<file path="src/rtl/fwd_select_ctrl_pkg.sv">
// Shared definitions for the EX operand forwarding controller.
// Optional macro FWD_STATS_EN (used in fwd_select_ctrl.sv) adds statistics counters.
package fwd_select_ctrl_pkg;

   // Width of the destination index held in each shadow stage.
   localparam int SHADOW_AW = 5;

   // Operand mux selects as seen by the 3:1 forwarding muxes in EX.
   localparam logic [1:0] FWD_RF    = 2'b00;
   localparam logic [1:0] FWD_EXMEM = 2'b01;
   localparam logic [1:0] FWD_MEMWB = 2'b10;

   // Control bits tracked for an instruction as it moves down the pipe.
   typedef struct packed {
      logic                 valid;
      logic [SHADOW_AW-1:0] rd;
      logic                 regwrite;
      logic                 memread;
   } stage_shadow_t;

endpackage

</file>
<file path="src/rtl/fwd_src_cmp.sv">
// Per-operand forwarding decision: compares one source index against the
// instructions currently in EX and MEM and picks the youngest producer.
module fwd_src_cmp
   import fwd_select_ctrl_pkg::*;
#(
   parameter int REG_AW = SHADOW_AW
) (
   input  logic [REG_AW-1:0] src,
   input  stage_shadow_t     ex_shadow,
   input  stage_shadow_t     mem_shadow,
   output logic [1:0]        sel
);

   logic ex_hit;
   logic mem_hit;
   logic unused_memread;

   // Load flags matter only to the stall logic in the parent.
   assign unused_memread = ex_shadow.memread ^ mem_shadow.memread;

   // r0 is hardwired to zero, so a write to it is never a real producer.
   always_comb begin
      ex_hit  = (src != '0) && ex_shadow.valid && ex_shadow.regwrite
                && (ex_shadow.rd == src);
      mem_hit = (src != '0) && mem_shadow.valid && mem_shadow.regwrite
                && (mem_shadow.rd == src);
   end

   // EX producer wins over MEM producer: it holds the newer value.
   always_comb begin
      sel = FWD_RF;
      if (ex_hit) begin
         sel = FWD_EXMEM;
      end else if (mem_hit) begin
         sel = FWD_MEMWB;
      end
   end

endmodule

</file>
<file path="src/rtl/fwd_select_ctrl.sv">
// Forwarding select and load-use stall controller for the EX operand muxes.
// Selects are registered so they line up with the instruction once it is in EX.
// Define FWD_STATS_EN to add saturating fwd_cnt / stall_cnt statistics outputs.
module fwd_select_ctrl
   import fwd_select_ctrl_pkg::*;
#(
   parameter int REG_AW = SHADOW_AW,
   parameter int CNT_W  = 16
) (
   input  logic              clk,
   input  logic              rst_n,
   input  logic              id_valid,
   input  logic [REG_AW-1:0] id_rs,
   input  logic [REG_AW-1:0] id_rt,
   input  logic [REG_AW-1:0] id_rd,
   input  logic              id_regwrite,
   input  logic              id_memread,
   input  logic              flush,
   output logic [1:0]        fwd_a_sel,
   output logic [1:0]        fwd_b_sel,
   output logic              stall
`ifdef FWD_STATS_EN
   ,
   output logic [CNT_W-1:0]  fwd_cnt,
   output logic [CNT_W-1:0]  stall_cnt
`endif
);

   stage_shadow_t     ex_reg, mem_reg, wb_reg;
   stage_shadow_t     ex_next;
   logic              entry_bubble;
   logic [REG_AW-1:0] src_idx  [2];
   logic [1:0]        cmp_sel  [2];
   logic [1:0]        sel_next [2];
   logic [1:0]        sel_reg  [2];
   logic              unused_wb;

   // The WB shadow is kept for visibility; the register file handles WB itself.
   assign unused_wb = ^wb_reg;

   assign src_idx[0] = id_rs;
   assign src_idx[1] = id_rt;

   // One comparator per EX operand; each also produces the registered select.
   generate
      for (genvar gi = 0; gi < 2; gi++) begin : g_src
         fwd_src_cmp #(.REG_AW(REG_AW)) u_cmp (
            .src        (src_idx[gi]),
            .ex_shadow  (ex_reg),
            .mem_shadow (mem_reg),
            .sel        (cmp_sel[gi])
         );

         // A bubble entering EX never drives a forwarding select.
         always_comb begin
            sel_next[gi] = entry_bubble ? FWD_RF : cmp_sel[gi];
         end

         // Select register aligned with the EX shadow stage.
         always_ff @(posedge clk or negedge rst_n) begin
            if (!rst_n) begin
               sel_reg[gi] <= FWD_RF;
            end else begin
               sel_reg[gi] <= sel_next[gi];
            end
         end
      end
   endgenerate

   assign fwd_a_sel = sel_reg[0];
   assign fwd_b_sel = sel_reg[1];

   // Load in EX feeding the instruction in ID: its data is only ready after MEM.
   always_comb begin
      stall = id_valid && ex_reg.valid && ex_reg.memread && (ex_reg.rd != '0)
              && ((ex_reg.rd == id_rs) || (ex_reg.rd == id_rt));
   end

   // EX entry: flush takes priority, but either flush or stall yields a bubble.
   always_comb begin
      entry_bubble = flush || stall || !id_valid;
      ex_next      = stage_shadow_t'('0);
      if (!entry_bubble) begin
         ex_next.valid    = 1'b1;
         ex_next.rd       = id_rd;
         ex_next.regwrite = id_regwrite;
         ex_next.memread  = id_memread;
      end
   end

   // Shadow pipeline: MEM and WB always advance, even while ID is held.
   always_ff @(posedge clk or negedge rst_n) begin
      if (!rst_n) begin
         ex_reg  <= stage_shadow_t'('0);
         mem_reg <= stage_shadow_t'('0);
         wb_reg  <= stage_shadow_t'('0);
      end else begin
         ex_reg  <= ex_next;
         mem_reg <= ex_reg;
         wb_reg  <= mem_reg;
      end
   end

`ifdef FWD_STATS_EN
   logic [CNT_W-1:0] fwd_cnt_reg;
   logic [CNT_W-1:0] stall_cnt_reg;

   // Saturating counters of forwarding events and stall cycles.
   always_ff @(posedge clk or negedge rst_n) begin
      if (!rst_n) begin
         fwd_cnt_reg   <= '0;
         stall_cnt_reg <= '0;
      end else begin
         if (((sel_next[0] != FWD_RF) || (sel_next[1] != FWD_RF))
             && (fwd_cnt_reg != '1)) begin
            fwd_cnt_reg <= fwd_cnt_reg + CNT_W'(1);
         end
         if (stall && (stall_cnt_reg != '1)) begin
            stall_cnt_reg <= stall_cnt_reg + CNT_W'(1);
         end
      end
   end

   assign fwd_cnt   = fwd_cnt_reg;
   assign stall_cnt = stall_cnt_reg;
`else
   localparam int unused_cnt_w = CNT_W;
`endif

endmodule

</file>
<file path="config.mk">
export PLATFORM = sky130hd
export DESIGN_NAME = fwd_select_ctrl
export DESIGN_NICKNAME = d
export VERILOG_FILES = /design/src/rtl/fwd_select_ctrl_pkg.sv /design/src/rtl/fwd_src_cmp.sv /design/src/rtl/fwd_select_ctrl.sv
export SDC_FILE = /design/constraint.sdc
export NUM_CORES = 1
export LEC_CHECK = 0
export BUFFER_PORTS_ARGS = -buffer_cell sky130_fd_sc_hd__buf_2
export CORE_MARGIN = 8
export CORE_UTILIZATION = 40
export DETAILED_ROUTE_END_ITERATION = 8
export HOLD_SLACK_MARGIN = 0.05
export PLACE_DENSITY_LB_ADDON = 0.15
export SLEW_MARGIN = 15
export SYNTH_ARGS = -nofsm -noshare
export SYNTH_HDL_FRONTEND = slang
export SYNTH_SLANG_ARGS = --single-unit
</file>
<file path="constraint.sdc">
create_clock -name clk -period 2.15 [get_ports clk]
set_input_delay 0.3225 -clock clk [delete_from_list [all_inputs] [get_ports clk]]
set_output_delay 0.3225 -clock clk [all_outputs]
set_load 0.02 [all_outputs]
</file>
== Yosys cells after proc, flatten, opt, wreduce, memory -nomap -nowiden ==
Cells that the tools add are included.

* Word-level logic and storage cells: 43
* Input port bits: 21
* Output and inout port bits: 5
* Bits in registers: 19

* Eq/ne operators: 4
* Multiplexer cells: 7
* Reduce and logical (&&, ||, !) cells: 23

{| class="wikitable"
|+ Operators by type and width
! operator !! number
|-
| == test 5 bit || 4
|-
| logical AND 1 bit || 16
|-
| nonzero test 5 bit || 3
|-
| two-way mux 2 bit || 6
|-
| two-way mux 8 bit || 1
|-
| logical OR 1 bit || 3
|-
| logical NOT 1 bit || 1
|}

== Depth between registers and ports, before layout ==
Gate-level depths: netlist (run 1).

* Depth after elaboration: 7
* Depth in mapped cells: 5
* Gate-level depth less buffers: 4

== By module ==
From an unflattened synthesis (run 1), not the netlist that was laid out.

* Cell total of the unflattened synthesis: 103
* Area total of the unflattened synthesis: 1092.3 um^2

{| class="wikitable"
|+ Modules (own cells, without submodules)
! module !! instances !! cells an instance !! area each (um^2) !! seq. area each (um^2)
|-
| fwd_select_ctrl || 1 || 67 || 774.5 || 500.5
|-
| fwd_src_cmp || 2 || 18 || 158.9 || 0.0
|}

== Worst setup path before layout (run 1) ==
OpenSTA, ideal clock, no wires.

* Kind: reg-to-output
* Start point: reg ex_reg[5] in the netlist's numbering
* End point: out stall
* Buffers on the path: 1
* Path slack: 0.432 ns
* Cell stages (with the launch flop): 6
* Required time: 1.827 ns
* Arrival: 1.395 ns
* Cell sequence: dfrtp_1 xnor2_1 nand3_1 o22ai_1 buf_2 and2_1

* Word-level cells in the longest chain between the ends: 3
* Elaborated cells between the ends (all ways): 6
* Those cells by class: eq/ne: 2; reduce/logical: 4

{| class="wikitable"
|+ Ends and longest elaborated chain
! what !! RTL line !! source
|-
| start: declaration || fwd_select_ctrl.sv:29 || <nowiki>stage_shadow_t ex_reg, mem_reg, wb_reg;</nowiki>
|-
| start signal: assignment || fwd_select_ctrl.sv:94 || <nowiki>ex_reg <= stage_shadow_t'('0);</nowiki>
|-
| start signal: assignment || fwd_select_ctrl.sv:98 || <nowiki>ex_reg <= ex_next;</nowiki>
|-
| == test 5 bit / nonzero test 5 bit (equally long branches) || fwd_select_ctrl.sv:76, fwd_select_ctrl.sv:75 ||
|-
| logical OR 1 bit / logical AND 1 bit (equally long branches) || fwd_select_ctrl.sv:76, fwd_select_ctrl.sv:75 ||
|-
| logical AND 1 bit * || fwd_select_ctrl.sv:76 || <nowiki>&& ((ex_reg.rd == id_rs) || (ex_reg.rd == id_rt));</nowiki>
|-
| end: declaration || fwd_select_ctrl.sv:21 || <nowiki>output logic stall</nowiki>
|}

Mark *: on every way between the ends. The rest lies on a longest branch, timed or not.

== Final worst setup path (run 1) ==
Same ends and word-level chain as after synthesis.

==> results of run 1 <==
==> stage by stage <==
step | utilization | hold slack (ns) | instances | area [µm²]
2_1_floorplan | - | 0.0269 | 88 | 913
3_3_place_gp | 0.491 | 0.286 | 140 | 1070
3_5_place_dp | 0.491 | 0.287 | 140 | 1070
4_1_cts | 0.509 | 0.217 | 145 | 1110
5_1_grt | 0.509 | 0.234 | 145 | 1110
6_report | 0.509 | 0.227 | 145 | 1110
==> routing by layer <==
| metal | wire [µm] | vias to the layer above | global-route usage |
|---|---|---|---|
| li1 | - | 362 | - |
| met5 | 0 | - | 0 |
| met1 | 1010 | 341 | 0.139 |
| met3 | 123 | 4 | 0.0418 |
| met2 | 902 | 18 | 0.174 |
| met4 | 26 | 0 | 0.0474 |
==> Yosys cell counts (2+ instances only) <==
| cell | number |
|---|---|
| a21oi_1 | 8 |
| xor2_1 | 6 |
| or4_1 | 2 |
| nor3_1 | 5 |
| a21boi_1 | 2 |
| nand2_1 | 12 |
| nor2_1 | 3 |
| xnor2_1 | 14 |
| dfrtp_1 | 19 |
| buf_2 | 2 |
| nand3_1 | 4 |
==> power by group <==
group	switching, mW	leakage, nW	internal [mW]
sequential	0.00959	0.257	0.368
combinational	0.0501	0.236	0.0451
clock	0.105	0.0150	0.0721
total	0.165	0.508	0.486
==> timing repair <==
item,in CTS,in global routing
hold buffers,1,0
resized for setup,1,0
endpoints found under the setup margin,1,0
endpoints found under the hold margin,19,0
==> final timing paths <==
kind | depth (start not counted) | from | slack, ns | to
max in group asynchronous | 2 | rst_n | 1.36 | fwd_a_sel[1]$_DFF_PN0_
min reg2reg | 0 | ex_reg[1]$_DFF_PN0_ | 0.40 | mem_reg[1]$_DFF_PN0_
min in group asynchronous | 2 | rst_n | 0.49 | mem_reg[3]$_DFF_PN0_
max | 4 | ex_reg[5]$_DFF_PN0_ | 0.19 | stall
min | 3 | id_rd[3] | 0.23 | ex_reg[5]$_DFF_PN0_
max reg2reg | 5 | ex_reg[2]$_DFF_PN0_ | 0.61 | fwd_b_sel[1]$_DFF_PN0_
==> final cells by class <==
class                           count  area share
Clock buffer                        4      0.0236
Timing Repair Buffer               28       0.135
Tap cell                           28      0.0314
Sequential cell                    19       0.426
Multi-Input combinational cell     66       0.384
==> placed cells by master, fill, tap and decap left out <==
master / n
buf_2: 25
dfrtp_1: 19
xnor2_1: 14
nand2_1: 12
a21oi_1: 7
xor2_1: 6
nor3_1: 5
nand3_1: 4
nor2_1: 3
clkbuf_4: 3
or4_1: 2
a21boi_1: 2
buf_4: 2
o22ai_1: 1
a21oi_2: 1
and2_1: 1
nor2b_1: 1
nor4b_1: 1
o21ai_0: 1
nor4_1: 1
o211ai_1: 1
a2111oi_2: 1
nand4_1: 1
a2111oi_1: 1
clkbuf_1: 1
dlygate4sd3_1: 1
==> worst max-delay path, stage by stage, from the launching register on <==
cell	delay, ns
dfrtp_1	0.43
nor2_1	0.08
a21oi_2	0.47
and2_1	0.20
buf_2	0.16
==> logic make-up (layout without fill, tap and decap cells) <==
kind of cell / Yosys count / in the layout / synth area share
AOI/OAI and AO/OA: 15 / 15 / 0.108
xor gates and xnor gates: 20 / 20 / 0.192
buffers and inverters: 3 / 32 / 0.0151
DFF: 19 / 19 / 0.521
and+or+nand+nor: 31 / 31 / 0.164
==> flow_summary.json, run 1 <==
{
  "yosysSeqAreaShare": 0.521,
  "die-area_mm2": 0.00407,
  "timing.fmax_mhz": 510,
  "hpwl_um": 1570,
  "fin_ws_ns": 0.187,
  "ys.flop_type": "dfrtp_1",
  "syn_inst": 88,
  "drc": 0,
  "antenna_found_initial": 0,
  "synth_area_leaders": "dfrtp_1, xnor2_1, xor2_1",
  "fin_crit_ns": 1.96,
  "crit_path_start_kind": "flop",
  "yosysTopAreaCell": "dfrtp_1",
  "path_class": "flop to primary output",
  "cts_root_buf": "clkbuf_4",
  "critPathRequiredTime_ns": 1.83,
  "worstMarginPinSlew_ns": 0.556,
  "synth_top_area_frac": 0.521,
  "synth_edf_count": 0,
  "syn_nets": 109,
  "syn_area_um2": 913,
  "post_synth_num_cell_types": 22,
  "ioPinCount": 26,
  "dr.pass1.iters": 3,
  "final_layout_size_suffix_gt1_frac": 0.274,
  "clock_skew_ns": 0.00165,
  "min_path_type": "input pin to flop",
  "io_buffer_count": 25,
  "cts.clk_slew.worst_paths_ns": 0.10,
  "seqCellArea_um2": 475,
  "final_net_count": 139,
  "ant_nets": 0,
  "fillCellCount": 196,
  "period_share": 0.913,
  "ys_ff_latch": 19,
  "coreArea_mm2": 0.00219,
  "hold_viol": 0,
  "htree_num_levels": 1,
  "async_reset_ff_frac": 1.00,
  "power_mw": 0.651,
  "endpoint_kind": "primary output",
  "tritoncts": "yes",
  "dp_slack_ns": 0.227,
  "wl_per_cell_um": 14.2,
  "cts.sinks": 19,
  "wirelength_um": 2060,
  "overflow": 0,
  "max-vdd-ir-drop_mv": 0.314,
  "grt_pass1_wl_um": 3720,
  "tns_ns": 0,
  "status": "completed",
  "place.gp.congestion": 0.788,
  "cts_buffer_depth": 2,
  "yosysWarnings": 0,
  "drtIter0Drc": 16,
  "diodes": 0,
  "dieHeight_um": 63.8,
  "avgSynthCellArea_um2": 10.4,
  "rsz0062_at_grt": "false",
  "die_x_um": 63.8,
  "vias_per_cell": 5.00,
  "critPathArrivalTime_ns": 1.64,
  "power-per-cell-area_mw_per_mm2": 584,
  "maxSlewViolCount": 0,
  "largest_reg_flops": 8,
  "p_leak_nw": 0.508,
  "cts_buffers": 3,
  "slew_headroom": 0.629,
  "rows": 17,
  "syn2layout_area_growth_pct": 22.1,
  "path_max_fanout": 13,
  "clk_latency_ns": 0.29,
  "grt_use_total": 0.113,
  "grt_max_degree": 20,
  "cap_violations": 0,
  "multi_input_area_um2": 428,
  "post_cts_buffers": 0,
  "vias": 725,
  "grt_pass1_vias": 811,
  "start_util": 0.417,
  "final-setup-viol-count": 0
}
(Power assumes the default switching activity.)
==> run 2, diff against run 1 <==
Settings changed: CELL_PAD_IN_SITES_DETAIL_PLACEMENT set to 0, CELL_PAD_IN_SITES_GLOBAL_PLACEMENT set to 1, CORE_UTILIZATION 40 to 38.
==> flow_summary.json, run 2 (synthesis gave the netlist of run 1 again) <==
{
  "status": "completed",
  "crit_path_start_kind": "flop",
  "cp-startpoint": "ex_reg[5]$_DFF_PN0_",
  "final_layout_size_suffix_gt1_frac": 0.282,
  "max-vdd-ir-drop_mv": 0.416,
  "cts.sinks": 19,
  "grt_use_total": 0.107,
  "critPathArrivalTime_ns": 1.65,
  "final-setup-viol-count": 0,
  "path_max_fanout": 13,
  "final_cell_mix": "buf_2, dfrtp_1, xnor2_1, nand2_1, a21oi_1",
  "timing.rr.start": "ex_reg[6]$_DFF_PN0_",
  "multi_input_area_um2": 428,
  "slew_headroom": 0.630,
  "power-per-cell-area_mw_per_mm2": 588,
  "cts.clk_slew.worst_paths_ns": 0.11,
  "die_x_um": 65.0,
  "rsz0062_at_grt": "false",
  "htree_num_levels": 1,
  "dieHeight_um": 65.0,
  "tns_ns": 0,
  "hold_slack_ns": 0.214,
  "overflow": 0,
  "wirelength_um": 2170,
  "post_cts_buffers": 0,
  "fin_cells": 145,
  "wl_per_cell_um": 15.0,
  "cts_buffers": 3,
  "final_common_cell": "buf_2",
  "rows": 17,
  "vias_per_cell": 5.10,
  "r2r-end": "fwd_b_sel[1]$_DFF_PN0_",
  "reg2regPathDepth": 5,
  "hold_viol": 0,
  "endpoint_kind": "primary output",
  "worstMarginPinSlew_ns": 0.555,
  "dp_slack_ns": 0.190,
  "finalInstanceArea_mm2": 0.00112,
  "coreArea_mm2": 0.00223,
  "clock_skew_ns": 0.0103,
  "grt_pass1_wl_um": 3570,
  "dr.pass1.iters": 4,
  "final_net_count": 139,
  "ioPinCount": 26,
  "ff2ff_setup_slack_ns": 0.60,
  "drtIter0Drc": 14,
  "tritoncts": "yes",
  "ant_nets": 0,
  "critPathRequiredTime_ns": 1.83,
  "grt_pass1_vias": 796,
  "period_share": 0.917,
  "start_util": 0.409,
  "antenna_found_initial": 0,
  "path_class": "flop to primary output",
  "drc": 0,
  "fin_crit_ns": 1.97,
  "fin_ws_ns": 0.178,
  "grt_max_degree": 20,
  "min_path_type": "input pin to flop",
  "largest_reg_flops": 8,
  "dp_cells": 140,
  "maxSlewViolCount": 0,
  "p_leak_nw": 0.511,
  "timing.fmax_mhz": 507,
  "seqCellArea_um2": 475,
  "die-area_mm2": 0.00423,
  "syn2layout_area_growth_pct": 22.2,
  "clk_latency_ns": 0.30,
  "cap_violations": 0,
  "diodes": 0,
  "vias": 739,
  "hpwl_um": 1710,
  "io_buffer_count": 25,
  "cts_root_buf": "clkbuf_4",
  "cts_buffer_depth": 2,
  "fillCellCount": 223,
  "placed_area_mm2": 0.00107,
  "place.gp.congestion": 0.768,
  "crit_path_end": "stall"
}
==> run 2: final cells by class <==
cell class	instances	area share
clock inverter	1	0.00448
timing repair buffer	28	0.135
clock buffer	3	0.0202
sequential	19	0.426
tap	28	0.0314
multi-input combinational	66	0.383
==> run 2: report_power, final <==
| part | leakage [nW] | switching (mW) | internal (mW) |
|---|---|---|---|
| Clock | 0.0177 | 0.112 | 0.0693 |
| Sequential | 0.257 | 0.00989 | 0.368 |
| Combinational | 0.236 | 0.0516 | 0.0451 |
| Total | 0.511 | 0.173 | 0.483 |
==> run 2: worst min path at each step <==
| stage | startpoint | cells after the start | endpoint | slack [ns] |
|---|---|---|---|---|
| after floorplan | rst_n | 0 | ex_reg[0]$_DFF_PN0_ | 0.03 |
| after global placement | rst_n | 1 | ex_reg[4]$_DFF_PN0_ | 0.27 |
| after detailed placement | rst_n | 1 | ex_reg[2]$_DFF_PN0_ | 0.28 |
| after CTS | id_memread | 3 | ex_reg[0]$_DFF_PN0_ | 0.20 |
| after global routing | id_regwrite | 3 | ex_reg[1]$_DFF_PN0_ | 0.21 |
| final | id_memread | 3 | ex_reg[0]$_DFF_PN0_ | 0.21 |
==> run 2: repair_timing <==
item                                    CTS  global route
hold buffers                              1             0
resized for setup                         1             0
hold endpoints to repair                 19             0
endpoints found under the setup margin    1             0
==> run 2: critical path: stages (launching register included) <==
cell and delay [ns]:
dfrtp_1 0.44, nor2_1 0.08, a21oi_2 0.47, and2_1 0.20, buf_2 0.16
==> run 2: per-layer routing <==
metal / GRT usage / part of all wire
met1: 0.125 / 0.44
met4: 0.0490 / 0.012
met3: 0.0292 / 0.057
met2: 0.178 / 0.49
met5: 0 / 0
==> run 2: stage by stage <==
step | power [mW] | util
2_1_floorplan | 0.433 | -
3_3_place_gp | 0.479 | 0.481
3_5_place_dp | 0.481 | 0.481
4_1_cts | 0.668 | 0.500
5_1_grt | 0.690 | 0.500
6_report | 0.656 | 0.500
==> run 3, diff against run 2 <==
Settings changed: CORE_UTILIZATION 38 to 40, SYNTH_HIERARCHICAL set to 1.
==> flow_summary.json, run 3 <==
{
  "power_mw": 0.669,
  "clk_latency_ns": 0.29,
  "largest_reg_flops": 8,
  "hpwl_um": 1950,
  "p_leak_nw": 0.555,
  "tritoncts": "yes",
  "critPathArrivalTime_ns": 1.64,
  "drc": 0,
  "maxSlewViolCount": 0,
  "dp_slack_ns": 0.446,
  "slew_headroom": 0.712,
  "avgSynthCellArea_um2": 10.5,
  "cts_buffers": 3,
  "yosysWarnings": 6,
  "place.gp.congestion": 0.777,
  "wl_per_cell_um": 16.1,
  "grt_pass1_wl_um": 4160,
  "endpoint_kind": "primary output",
  "final_net_count": 152,
  "ant_nets": 0,
  "power-per-cell-area_mw_per_mm2": 533,
  "rsz0062_at_grt": "false",
  "cts.sinks": 19,
  "status": "completed",
  "fillCellCount": 244,
  "syn_area_mm2": 0.00107,
  "wirelength_um": 2580,
  "final_cell_mix": "buf_2, xnor2_1, dfrtp_1, nand2_1, a21oi_1",
  "io_buffer_count": 25,
  "dieHeight_um": 67.7,
  "final_common_cell": "buf_2",
  "syn2layout_area_growth_pct": 17.5,
  "max-vdd-ir-drop_mv": 0.378,
  "period_share": 0.913,
  "finalInstanceArea_mm2": 0.00125,
  "overflow": 0,
  "path_max_fanout": 6,
  "placed_area_mm2": 0.00122,
  "worstMarginPinSlew_ns": 0.427,
  "htree_num_levels": 1,
  "hold_viol": 0,
  "vias_per_cell": 5.14,
  "tns_ns": 0,
  "coreArea_mm2": 0.00250,
  "vias": 823,
  "fin_crit_ns": 1.96,
  "dr.pass1.iters": 2,
  "path_class": "flop to primary output",
  "die_x_um": 67.7,
  "fin_ws_ns": 0.186,
  "cap_violations": 0,
  "syn_nets": 123,
  "clock_skew_ns": 0.00184,
  "cts_buffer_depth": 2,
  "start_util": 0.427,
  "grt_max_degree": 20,
  "hold_slack_ns": 0.232,
  "rows": 18,
  "grt_pass1_vias": 902,
  "min_path_type": "input pin to flop",
  "ioPinCount": 26,
  "final-setup-viol-count": 0,
  "timing.fmax_mhz": 509,
  "grt_use_total": 0.120,
  "final_layout_size_suffix_gt1_frac": 0.300,
  "post_cts_buffers": 0,
  "cts_root_buf": "clkbuf_4",
  "critPathRequiredTime_ns": 1.83,
  "syn_inst": 102,
  "die-area_mm2": 0.00458,
  "diodes": 0,
  "antenna_found_initial": 0,
  "drtIter0Drc": 44,
  "cts.clk_slew.worst_paths_ns": 0.10,
  "crit_path_start_kind": "flop"
}
run 3: area by class of cell:
cell class	instances	area [µm²]	share of cell area
clock buffer	4	26.3	0.0210
multi-input combinational	78	557	0.444
sequential	19	475	0.379
tap	30	37.5	0.0299
timing repair buffer	29	158	0.126
run 3: path summary, 6_finish.rpt:
check / slack [ns] / from / endpoint / depth (start not counted)
max in group asynchronous: 1.38 / rst_n / mem_reg[2]$_DFF_PN0_ / 2
min in group asynchronous: 0.49 / rst_n / ex_reg[5]$_DFF_PN0_ / 2
min: 0.23 / id_rd[0] / ex_reg[2]$_DFF_PN0_ / 3
max reg2reg: 0.56 / ex_reg[5]$_DFF_PN0_ / fwd_a_sel[0]$_DFF_PN0_ / 5
min reg2reg: 0.47 / ex_reg[1]$_DFF_PN0_ / mem_reg[1]$_DFF_PN0_ / 0
max: 0.19 / ex_reg[6]$_DFF_PN0_ / stall / 5
run 3: layer usage:
metal | vias to the layer above | GRT usage | wire length (µm)
li1 | 411 | - | -
met1 | 384 | 0.143 | 1140
met2 | 22 | 0.199 | 1240
met3 | 6 | 0.0248 | 163
met4 | 0 | 0.0574 | 39
met5 | - | 0 | 0
run 3: critical path, cell delays in order (launching register included):
cell and delay, ns:
dfrtp_1 0.56, xnor2_1 0.16, nand3_1 0.10, o22ai_2 0.20, and2_2 0.17, buf_2 0.16
run 3: what timing repair did:
item,in CTS,in global routing
endpoints found under the hold margin,19,0
resized for setup,0,0
hold buffers,1,0
run 3: power by group:
part | internal [mW] | switching (mW)
Sequential | 0.368 | 0.0177
Combinational | 0.0550 | 0.0566
Clock | 0.0721 | 0.0989
Total | 0.495 | 0.173
run 3: metrics by stage:
step,utilization,cells
floorplan,-,102
CTS,0.502,160
detailed placement,0.487,155
finish,0.502,160
global placement,0.487,155
global route,0.502,160
